--- src/rtl/fifo_rd_packer.sv ---
// fifo_rd_packer: drains async-FIFO entries and packs PACK_FACTOR of them per valid/ready output word.
// Optional out_parity port enabled by defining FIFO_RD_PACKER_PARITY_EN.
module fifo_rd_packer #(
  parameter int DATA_WIDTH  = 4,
  parameter int PACK_FACTOR = 4,
  parameter int OUT_WIDTH   = DATA_WIDTH * PACK_FACTOR,
  parameter int LANE_W      = $clog2(PACK_FACTOR) + 1
) (
  input  logic                  r_clk,
  input  logic                  rrst,
  input  logic                  r_empty,
  input  logic [DATA_WIDTH-1:0] rdata,
  output logic                  r_en,
  input  logic                  flush,
  output logic [OUT_WIDTH-1:0]  out_data,
  output logic [LANE_W-1:0]     out_lanes,
  output logic                  out_valid,
  input  logic                  out_ready
`ifdef FIFO_RD_PACKER_PARITY_EN
  ,
  output logic                  out_parity
`endif
);
  localparam int CW = $clog2(PACK_FACTOR);
  localparam logic [CW-1:0] LAST = CW'(PACK_FACTOR - 1);
  logic [CW-1:0] cnt_q, cnt_d;
  logic inflight_q;
  logic [PACK_FACTOR-1:0][DATA_WIDTH-1:0] asm_q, asm_d, asm_w;
  logic [OUT_WIDTH-1:0] out_data_q, out_data_d;
  logic [LANE_W-1:0] out_lanes_q, out_lanes_d;
  logic out_valid_q, out_valid_d;
  logic [CW:0] landing;
  logic stall, complete, emit;
  // A read issued now lands one edge later; block it only if it would complete a word into a stuck output.
  assign landing  = {1'b0, cnt_q} + (CW+1)'(inflight_q);
  assign stall    = out_valid_q && !out_ready && landing == (CW+1)'(PACK_FACTOR - 1);
  assign r_en     = !rrst && !r_empty && !flush && !stall;
  assign complete = inflight_q && cnt_q == LAST;
  assign emit     = flush && !inflight_q && cnt_q != '0 && (!out_valid_q || out_ready);
  always_comb begin
    asm_w = asm_q;
    if (inflight_q) asm_w[cnt_q] = rdata;
    asm_d       = (complete || emit) ? '0 : asm_w;
    cnt_d       = (complete || emit) ? '0 : cnt_q + CW'(inflight_q);
    out_data_d  = complete ? asm_w : emit ? asm_q : out_data_q;
    out_lanes_d = complete ? LANE_W'(PACK_FACTOR) : emit ? LANE_W'(cnt_q) : out_lanes_q;
    out_valid_d = complete || emit || (out_valid_q && !out_ready);
  end
  always_ff @(posedge r_clk) begin
    if (rrst) begin
      cnt_q       <= '0;
      inflight_q  <= 1'b0;
      asm_q       <= '0;
      out_data_q  <= '0;
      out_lanes_q <= '0;
      out_valid_q <= 1'b0;
    end else begin
      cnt_q       <= cnt_d;
      inflight_q  <= r_en;
      asm_q       <= asm_d;
      out_data_q  <= out_data_d;
      out_lanes_q <= out_lanes_d;
      out_valid_q <= out_valid_d;
    end
  end
  assign out_data  = out_data_q;
  assign out_lanes = out_lanes_q;
  assign out_valid = out_valid_q;
`ifdef FIFO_RD_PACKER_PARITY_EN
  logic out_parity_q;
  always_ff @(posedge r_clk) begin
    if (rrst) out_parity_q <= 1'b0;
    else out_parity_q <= ^out_data_d;
  end
  assign out_parity = out_parity_q;
`endif
endmodule

--- config.mk ---
export PLATFORM = sky130hd
export DESIGN_NAME = fifo_rd_packer
export DESIGN_NICKNAME = d
export VERILOG_FILES = /design/src/rtl/fifo_rd_packer.sv
export SDC_FILE = /design/constraint.sdc
export NUM_CORES = 1
export LEC_CHECK = 0
export BUFFER_PORTS_ARGS = -buffer_cell sky130_fd_sc_hd__buf_2
export CORE_AREA = 2 2 65 83
export CTS_BUF_LIST = sky130_fd_sc_hd__clkbuf_8
export DETAILED_ROUTE_END_ITERATION = 7
export DIE_AREA = 0 0 67 85
export PLACE_DENSITY_LB_ADDON = 0.08
export RECOVER_POWER = 25
export SLEW_MARGIN = 20
export SYNTH_ARGS = -nofsm -noshare
export SYNTH_HDL_FRONTEND = slang
export SYNTH_SLANG_ARGS = --single-unit
--- constraint.sdc ---
create_clock -name r_clk -period 1.19 [get_ports r_clk]
set_input_delay 0.0595 -clock r_clk [delete_from_list [all_inputs] [get_ports r_clk]]
set_output_delay 0.0595 -clock r_clk [all_outputs]
set_load 0.05 [all_outputs]
# After elaboration in Yosys (flattened, before gate mapping)
# Cells that the tools add are included.
# W data, S select, Z words.
# totals
elab_cells,48
output_inout_bits,21
ff_bits,39
# op_classes
eq_ne,2
n_lt_le_gt_ge,2
reduce_logical,24
muxes,8
addsub,2
# op_table
op,count
$mux W16,3
$bwmux W16,1
$logic_and A1 B1 Y1,10
$demux W4 S2,1
$logic_not A1 Y1,7
$mux W3,2
$mux W4,1
$reduce_bool A2 Y1,2
$reduce_or A2 Y1,2
$add A2 B1 Y3,1
$eq A3 B2 Y1 const B,1
$logic_or A1 B1 Y1,3
$lt A2 B3 Y1 const B,1
$add A2 B1 Y2,1
$eq A2 B2 Y1 const B,1
$ge A2 B1 Y1 const B,1

# Logic depth before layout (Yosys ltp)
# Gate-level depths: netlist (run 1).
# logic_depth
word_depth,7
mapped_depth,6
mapped_depth_nobuf,4

# Worst setup path after synthesis (run 1)
# No wires, ideal clock.
# synth_timing
kind,register to output
startpoint,reg out_valid_q (netlist: out_valid)
endpoint,out r_en
path_stages_with_launch,5
slack_ps,-378
n_path_buf,1
arrival_ps,1508
cell_sequence,dfxtp_1 nor2b_1 buf_2 nand3_1 o21a_1
# synth_via
elab_chain_len,4
# synth_rtl
item,line,rtl
start: declaration,31,"logic out_valid_q, out_valid_d;"
start signal: assignment,63,out_valid_q <= out_valid_d;
$logic_and A1 B1 Y1 (2 in series),36,assign stall = out_valid_q && !out_ready && landing == (CW+1)'(PACK_FACTOR - 1);
$logic_not A1 Y1,37,assign r_en = !rrst && !r_empty && !flush && !stall;
$logic_and A1 B1 Y1,37,
end: declaration,13,"output logic r_en,"
# Every way passes these cells.

# Worst setup path in the final report (run 1)
# layout_timing
startpoint,reg inflight_q
endpoint,out r_en
# layout_via
elab_chain_len,5
# layout_rtl
item,line,rtl
start: declaration,27,logic inflight_q;
start signal: assignment,59,inflight_q <= r_en;
$add A2 B1 Y3,35,"assign landing = {1'b0, cnt_q} + (CW+1)'(inflight_q);"
named net landing[1],32,logic [CW:0] landing;
$eq A3 B2 Y1,36,
$logic_and A1 B1 Y1,36,
$logic_not A1 Y1,37,
$logic_and A1 B1 Y1,37,
# The timed path passes the listed nets, and every way through them passes these cells.

==> results.md, run 1 <==
Run status:
- The flow ran to the end, but the final reports show violations.
- The checks that failed: setup timing.

Die:
- The effective utilization at floorplan is a little under 40%.
- The die covers 0.005695 mm2.
- The floorplan has 29 rows.
- The vertical die dimension is around 85 um.
- The region available for standard cell placement spans 0.004935 mm2.
- From left edge to right edge, the die measures 67 um.
- The number of ports placed on the die boundary is 30.

Synth:
- In this run the cell area of the synthesized design comes to around 0.0019 mm2.
- The adder-cell share of the synthesized area is 1.308%.
- The synthesized netlist contains 36 unique library cells.
- The share of synthesized area occupied by flip-flops and latches is 40.81%.
- The synthesized netlist devotes 32.77% of its cell area to compound gates.
- Counting every net in the synthesized netlist gives 207.
- The portion of netlist area occupied by mux cells is 4.186%.
- Counting every instance in the synthesized netlist gives 196.
- The number of synthesized flops with an enable pin is 0.
- The fraction of the mapped netlist area in simple logic gates is 12.43%.
- The flip-flop and latch count after synthesis is 39.
- The mean area per synthesized cell is roughly 9.8 um2.
- After Yosys synthesis, XOR and XNOR cells account for 0% of the synthesized area.
- Of all flip-flops after synthesis, the portion carrying an async set or reset was 0%.
- The dominant combinational cell family by area after synthesis is compound AO/OA/AOI/OAI gates.
- Among all flip-flop cells after synthesis, the most frequent one is dfxtp_1.
- The number of warnings printed during yosys synthesis is 0.

Clocking:
- For this design, the CTS-stage hold fixing added 0 buffers.
- The clock root buffer master is clkbuf_8.
- After clock tree synthesis, the clock-pin slew on the worst setup and hold paths is 0.07 ns.
- At the later pin of the worst-skew pair, clock insertion delay measures 0.29 ns.
- The H-tree generated during clock tree synthesis spans 2 levels.
- In this run, CTS created clock tree buffers numbering 5.
- For this design, the sink count on the clock tree is 39.
- TritonCTS built the clock tree.
- The deepest clock path buffer count is 2.

Worst setup path:
- For the worst setup path, the data required time is 1.13 ns.
- The setup path with the least slack is of type reg2out.
- The critical path startpoint category is a flip-flop.
- For this run, the slowest stage of the critical path takes 0.36 ns.
- Walking the worst path, the cells encountered are ha_4, ha_4, nand3_4, o21a_4, buf_8.
- The master of the slowest instance on the critical path is dfxtp_4.
- Of all nets on the critical path, the largest fanout is 2.
- The data arrival at the endpoint of the critical path is 1.49 ns.
- The cell that appears most often on the critical path is ha_4.
- The worst setup path is captured at an output port.

Timing:
- The count of endpoints failing hold in the final timing report was 0.
- The worst relative slew slack is between 70 and 80%.
- Based on the critical path, the design can be clocked at up to 643.4 MHz.
- Setup violations remaining at the end of the flow were counted as 40.
- The final count of pins violating max slew came to 0.
- The part of the cycle the worst path needs is 130.6%.
- The transition time at the pin with the least slew margin is 0.3222 ns.
- Setup repair after global routing could not meet its margin everywhere.
- The final critical-path setup slack is -0.3643 ns.
- The worst hold slack is 0.03669 ns.
- The final worst clock skew is 0.006841 ns.
- The final critical-path required period is 1.554 ns.
- Setup total negative slack on the finished layout was measured at -8.490 ns.

Final layout:
- With fillers left out, the area of the finished cells amounts to 0.002813 mm2.
- 0 antenna diodes ended up in the layout.
- The proportion of layout cells with a drive suffix above 1 is 47.84%.
- At the end of the flow the core is filled with cells to between 50% and 60%.
- The net count reported at finish is 266.
- The final-layout fill cell count is 446.
- The number of non-filler instances in the completed layout is roughly 320.
- The layout overhead on the synthesized area is 47.02%.

Hold path:
- The path category of the worst min-delay check is in2reg.

Power and ir drop:
- The power density normalized to cell area is ~900 mW/mm2.
- For this design the static power due to leakage is 1.031 nW.
- Power comes to 2.592 mW.
- The switching part of the total is between 20% and 30%.
- The logic gate share of total power is 16.9%.
- The part of the total power dissipated in sequential elements is 51.3%.
- The maximum ir drop on the vdd rail is 795.1 uV.
- The internal power of the cells totals 1.901 mW.
- The total net switching power is 691.6 uW.
- Of the total power, the clock network draws 31.8%.

Placed design:
- The count of buffers added on input and output ports is 29.
- At the end of routability-driven placement, the weighted congestion stood at 0.7480.
- In this run, placement finished with an instance count of 287.
- The detailed-placement wirelength estimate is 3.687 mm.
- The standard cell area after detailed placement is 0.002221 mm2.
- The worst setup slack before clock tree synthesis is -0.2297 ns.

Route:
- The vias per cell is 6.309.
- The DRC violation total after the first TritonRoute iteration is approximately 140.
- The per-cell routed wire length is 19.68 um.
- The first detailed-routing pass took 4 iterations.
- The post-route DRC violation count is 0.
- The total number of vias is 2000.
- The overall routed net length is 6.237 mm.
- The detail route stage leaves a number of antenna-violating nets equal to 0.

Global route:
- The overall fraction of global-route tracks in use is 22.41%.
- The total overflow left after global routing is 0.
- Entering global routing, the biggest net connects 24 pins.
- The initial antenna violation count is 0.
- The via count of the first global-routing pass is roughly 1900.
- The first global-routing pass estimated 9.694 mm of wire.

Flow run:
- Across the run, the number of max-cap violations was 0.
[per-layer routing]
metal / up-vias / part of all wire (%) / GRT usage, %
li1: 911 / - / -
met1: 997 / 41 / 27.97
met2: 75 / 52 / 37.62
met3: 17 / 4.5 / 4.509
met4: 0 / 2.2 / 7.978
met5: - / 0 / 0
[critical path: cells and delay by family, from the launching register on]
family	cells	cell delay [ns]
fa+ha+maj	2	0.43
flops	1	0.36
compound gates	1	0.20
buf+inv	1	0.14
simple gates	1	0.07
[flip-flops by register name, indices dropped and copies added (netlist names)]
register    flops
out_lanes       3
inflight_q      1
cnt_q           2
out_data       16
asm_q          16
out_valid       1
[logic make-up after synthesis]
group,after synthesis
compound gates,78
fa+ha+maj,2
buf+inv,27
mux,8
flops,39
simple gates,42
[final timing paths]
kind | from | endpoint | slack [ns] | cells past startpoint
max | inflight_q | r_en | -0.36 | 5
min | r_empty | inflight_q | 0.04 | 3
max reg2reg | cnt_q[0] | out_data[11] | -0.30 | 8
min reg2reg | asm_q[12] | asm_q[12] | 0.47 | 1
[final cells by class]
class | count | area [um2] | share of cell area, %
Multi-Input combinational cell | 132 | 1209 | 42.97
Sequential cell | 39 | 790.8 | 28.11
Timing Repair Buffer | 75 | 648.1 | 23.04
Tap cell | 62 | 77.57 | 2.758
Clock buffer | 5 | 68.82 | 2.447
Inverter | 2 | 11.26 | 0.4004
Clock inverter | 2 | 7.507 | 0.2669
[cell usage after synthesis (2+ instances only)]
master | number | area share, %
dfxtp_1 | 39 | 41
buf_2 | 10 | 2.6
inv_1 | 2 | 0.39
o21a_1 | 2 | 0.78
o31ai_1 | 6 | 2.4
mux2i_1 | 8 | 4.2
and2_1 | 7 | 2.3
o221ai_1 | 12 | 5.5
a21oi_1 | 4 | 1.0
a311oi_1 | 4 | 1.8
buf_4 | 3 | 1.2
a32oi_1 | 12 | 5.5
buf_6 | 5 | 2.9
nor2_1 | 12 | 2.4
nand4_1 | 4 | 1.3
clkbuf_1 | 6 | 1.2
a21boi_0 | 4 | 1.6
nand3_1 | 3 | 0.78
nor3_1 | 7 | 1.8
nand2b_1 | 2 | 0.65
o2111ai_1 | 12 | 5.5
ha_1 | 2 | 1.3
a31oi_1 | 17 | 5.6
[placed cells by master (no fill, tap or decap), drive strengths merged, types with 2 or more instances in the layout]
cell     count
a21boi       4
o31ai        6
a21oi        4
a31o         2
nand3        3
inv          3
a311oi       4
o2111ai     12
nor3         7
dfxtp       39
a32oi       12
and2         9
nor2        13
mux2i        8
clkbuf      11
buf         69
a31oi       18
nand4        4
ha           2
o21a         2
nand2b       2
nor2b        2
o221ai      12
[power groups by stage]
stage          Combinational [mW]  Clock (mW)  Sequential [mW]
5_1_grt                     0.461       0.917             1.33
3_5_place_dp                0.278           0             1.36
4_1_cts                     0.396       0.846             1.33
6_report                    0.439       0.824             1.33
3_3_place_gp                0.276           0             1.36
2_1_floorplan               0.170           0             1.37
[timing repair]
action,4_1_cts,5_1_grt
gates resized for setup,44,26
buffers inserted,16,5
pin swaps,26,23
gates cloned,5,1
setup endpoints to repair,39,39
(Power assumes the default switching activity.)
==> run 2, diff against run 1 <==
Settings changed: CELL_PAD_IN_SITES_DETAIL_PLACEMENT set to 1, CELL_PAD_IN_SITES_GLOBAL_PLACEMENT set to 1.
==> run 2 against run 1 <==
  * The flow still finishes with violations (setup timing)
  * Via count increased by 4.7%
  * Global-route usage increased by 5.3 points
  * Largest power group unchanged
  * Critical path type unchanged
  * Combinational power increased by 11%
  * Clock skew increased by 0.0041 ns
  * Utilization increased by 3.6 points
  * Design area increased by 6.3%
  * Clock-buffer cell count unchanged
==> results.md, run 2 (synthesis gave the netlist of run 1 again) <==
Timing:
- Setup slack on the critical path of the routed design comes to -0.3602 ns.
- The worst relative slew slack is about 77%.
- The count of endpoints failing hold in the final timing report came to 0.
- In the final timing run, aggregate negative setup slack is -9.157 ns.
- Hold is met by 0.06114 ns.
- At the pin with the least slew margin, the transition time is between 0.3 and 0.4 ns.
- For this run, the top clock speed supported by timing is about 650 MHz.
- The final critical path takes up 130.3% of the cycle.
- The number of endpoints failing setup at the final stage is 40.
- Setup repair after global routing could not meet its margin everywhere.
- The final worst clock skew is 0.01093 ns.
- Subtracting the final worst setup slack from the clock period gives 1.550 ns.
- The final count of pins violating max slew is 0.

Die:
- The die is 67 um wide.
- The floorplan step defined a die boundary enclosing 0.005695 mm2.
- The area of the core is 0.004935 mm2.
- The number of ports placed on the die boundary is 30.
- Measured along the y axis, the die boundary spans 85 um.
- For this configuration, the core starts out at a cell density of 38.77%.
- The number of cell rows is 29.

Worst setup path:
- The total buffers and inverters traversed by the critical path is 1.
- STA classifies the critical path startpoint as a flip-flop.
- For the worst setup path, the data arrival time is 1.49 ns.
- The family of cells with the greatest summed delay on the critical path is adder cells.
- The beginning of the worst register-to-register path is inflight_q.
- The endpoint type of the worst setup path is an output port.
- The critical path crosses 5 cells after its start point.
- The master of the slowest instance on the critical path is dfxtp_4.
- The worst reg2reg path depth is 7.
- On the worst path, the slowest cell contributes a delay of 0.36 ns.
- The critical path in this run is classified as reg2out.
- By instance count, the cell type seen most on the critical path is ha_4.
- In this run the register-to-register setup slack is -0.34 ns.
- The capturing point of the worst reg2reg path is asm_q[11].
- Traced cell by cell, the critical path runs through ha_4, ha_4, nand3_4, o21a_4, buf_8.
- The maximum fanout along the worst path is 2.
- STA puts the critical path data required time at 1.13 ns.

Clocking:
- The number of hold buffers added after cts is 0.
- The clock passes through at most 2 buffers.
- The H-tree generated during clock tree synthesis spans 2 levels.
- The total clock buffers created by CTS is 5.
- The clock tree from TritonCTS is done.
- In this run the clock root is driven by a clkbuf_8.
- The clock latency on the worst-skew pair is a little under 0.3 ns.
- After clock tree synthesis, the clock-pin slew on the worst setup and hold paths is 0.08 ns.
- The tree built by TritonCTS fans out to 39 sinks.

Route:
- Wires add up to 7.749 mm.
- For this run, the detailed router's first-pass iteration total came to 4.
- The per-cell routed wire length is 24.07 um.
- The DRC violation total after the first TritonRoute iteration is 84.
- The total number of vias is around 2100.
- In the routed layout, each cell is associated on average with a via count of 6.500.
- The post-route DRC violation count is 0.
- In this run the remaining antenna-violating nets after routing total 0.

Power and ir drop:
- The logic gate share of total power is 18.1%.
- In this run, flip-flops and latches consume 49.2% of the power.
- The total net switching power is ~780 uW.
- Across the VDD grid, the largest voltage drop is 596.0 uV.
- The leakage power of the design is about 1.1 nW.
- The internal power consumption is 1.924 mW.
- Power spread over the standard cell area amounts to just over 900 mW/mm2.
- The switching part of the total is 28.90%.
- Per report_power, the clock group accounts for 32.8% of the total.

Final layout:
- The library cells used most frequently in the layout, excluding fill and tap cells, are dfxtp_1 (35), buf_4 (25), buf_2 (24).
- For this run, the number of standard cells in the final layout without fillers is 322.
- Fill cells in the final layout number ~540.
- At the end of the flow, the number of nets in the layout was 270.
- Summing all non-filler instances in the final layout gives an area of 0.002990 mm2.
- The library cell used most frequently in the layout, excluding fill and tap cells, is dfxtp_1.
- The proportion of layout cells with a drive suffix above 1 is 57.69%.
- The number of antenna diodes in the final layout is 0.
- Relative to the synthesized area, the layout overhead comes to 56.31%.
- Measured on the finished design, the core utilization comes to 60.60%.

Placed design:
- The standard cell area after detailed placement is about 0.0022 mm2.
- After legalization and detailed placement, the total HPWL measured 4.315 mm.
- The weighted congestion at the end of routability-driven global placement is 0.7871.
- After detailed placement, the design holds a cell count of 288.
- The count of buffers added on input and output ports is 29.

Hold path:
- The path with the worst hold slack has its endpoint at inflight_q.
- The critical hold path startpoint is r_empty.
- The number of stages on the worst hold path is 3.
- The tightest min-delay check is of the in2reg type.

Global route:
- The overall fraction of global-route tracks in use is 27.70%.
- The initial antenna violation count came to 0.
- The first global-routing pass estimated 11.77 mm of wire.
- The largest net degree at the start of global routing is 24.
- The via count of the first global-routing pass was 2146.
- The global route total overflow is 0.

Flow run:
- Across the run, the number of max-cap violations was 0.

Run status:
- The run finished, with violations left.
- The final reports fail on setup timing.
run 2: cell type report:
cell class                      instances  area, um2  share of cell area, %
Multi-Input combinational cell        133       1373                  45.90
Timing Repair Buffer                   78      654.4                  21.88
Tap cell                               62      77.57                  2.594
Sequential cell                        39      790.8                  26.44
Clock buffer                            5      68.82                  2.301
Clock inverter                          3      15.01                 0.5021
Inverter                                2      11.26                 0.3766
run 2: metrics by stage:
stage	setup slack (ns)	total power, mW
floorplan	-0.003024	1.539
global placement	-0.1591	1.636
detailed placement	-0.1930	1.647
CTS	-0.3599	2.659
global route	-0.3984	2.809
finish	-0.3602	2.706
run 2: routing by layer:
metal	track usage, %	vias up	part of all wire (%)
met5	0	-	0
met4	12.62	0	3.5
met3	4.775	21	5.2
met2	46.71	80	51
met1	33.64	1072	41
li1	-	920	-
run 2: worst max path at each step:
stage                     startpoint      endpoint  slack, ns
after floorplan             cnt_q[0]   out_data[0]     -0.003
after global placement      cnt_q[1]  out_data[10]      -0.16
after detailed placement    cnt_q[1]  out_data[10]      -0.19
after CTS                 inflight_q          r_en      -0.36
after global routing      inflight_q          r_en      -0.40
final                     inflight_q          r_en      -0.36
run 2: tightest hold or removal path: cells and delay by family:
family | cells | cell delay (ns)
buffers and inverters | 1 | 0.08
AOI/OAI and AO/OA | 1 | 0.11
and+or+nand+nor | 1 | 0.06
run 2: power by group through the flow:
stage / clock network (mW) / logic (mW) / registers [mW]
3_3_place_gp: 0 / 0.279 / 1.36
4_1_cts: 0.904 / 0.425 / 1.33
2_1_floorplan: 0 / 0.170 / 1.37
6_report: 0.886 / 0.489 / 1.33
5_1_grt: 0.970 / 0.506 / 1.33
3_5_place_dp: 0 / 0.288 / 1.36
run 2: what timing repair did:
item                       in CTS  in global routing
cloned                          5                  0
setup buffers                  18                  9
setup endpoints to repair      40                 40
pin swaps                      45                 29
resized for setup              63                 42
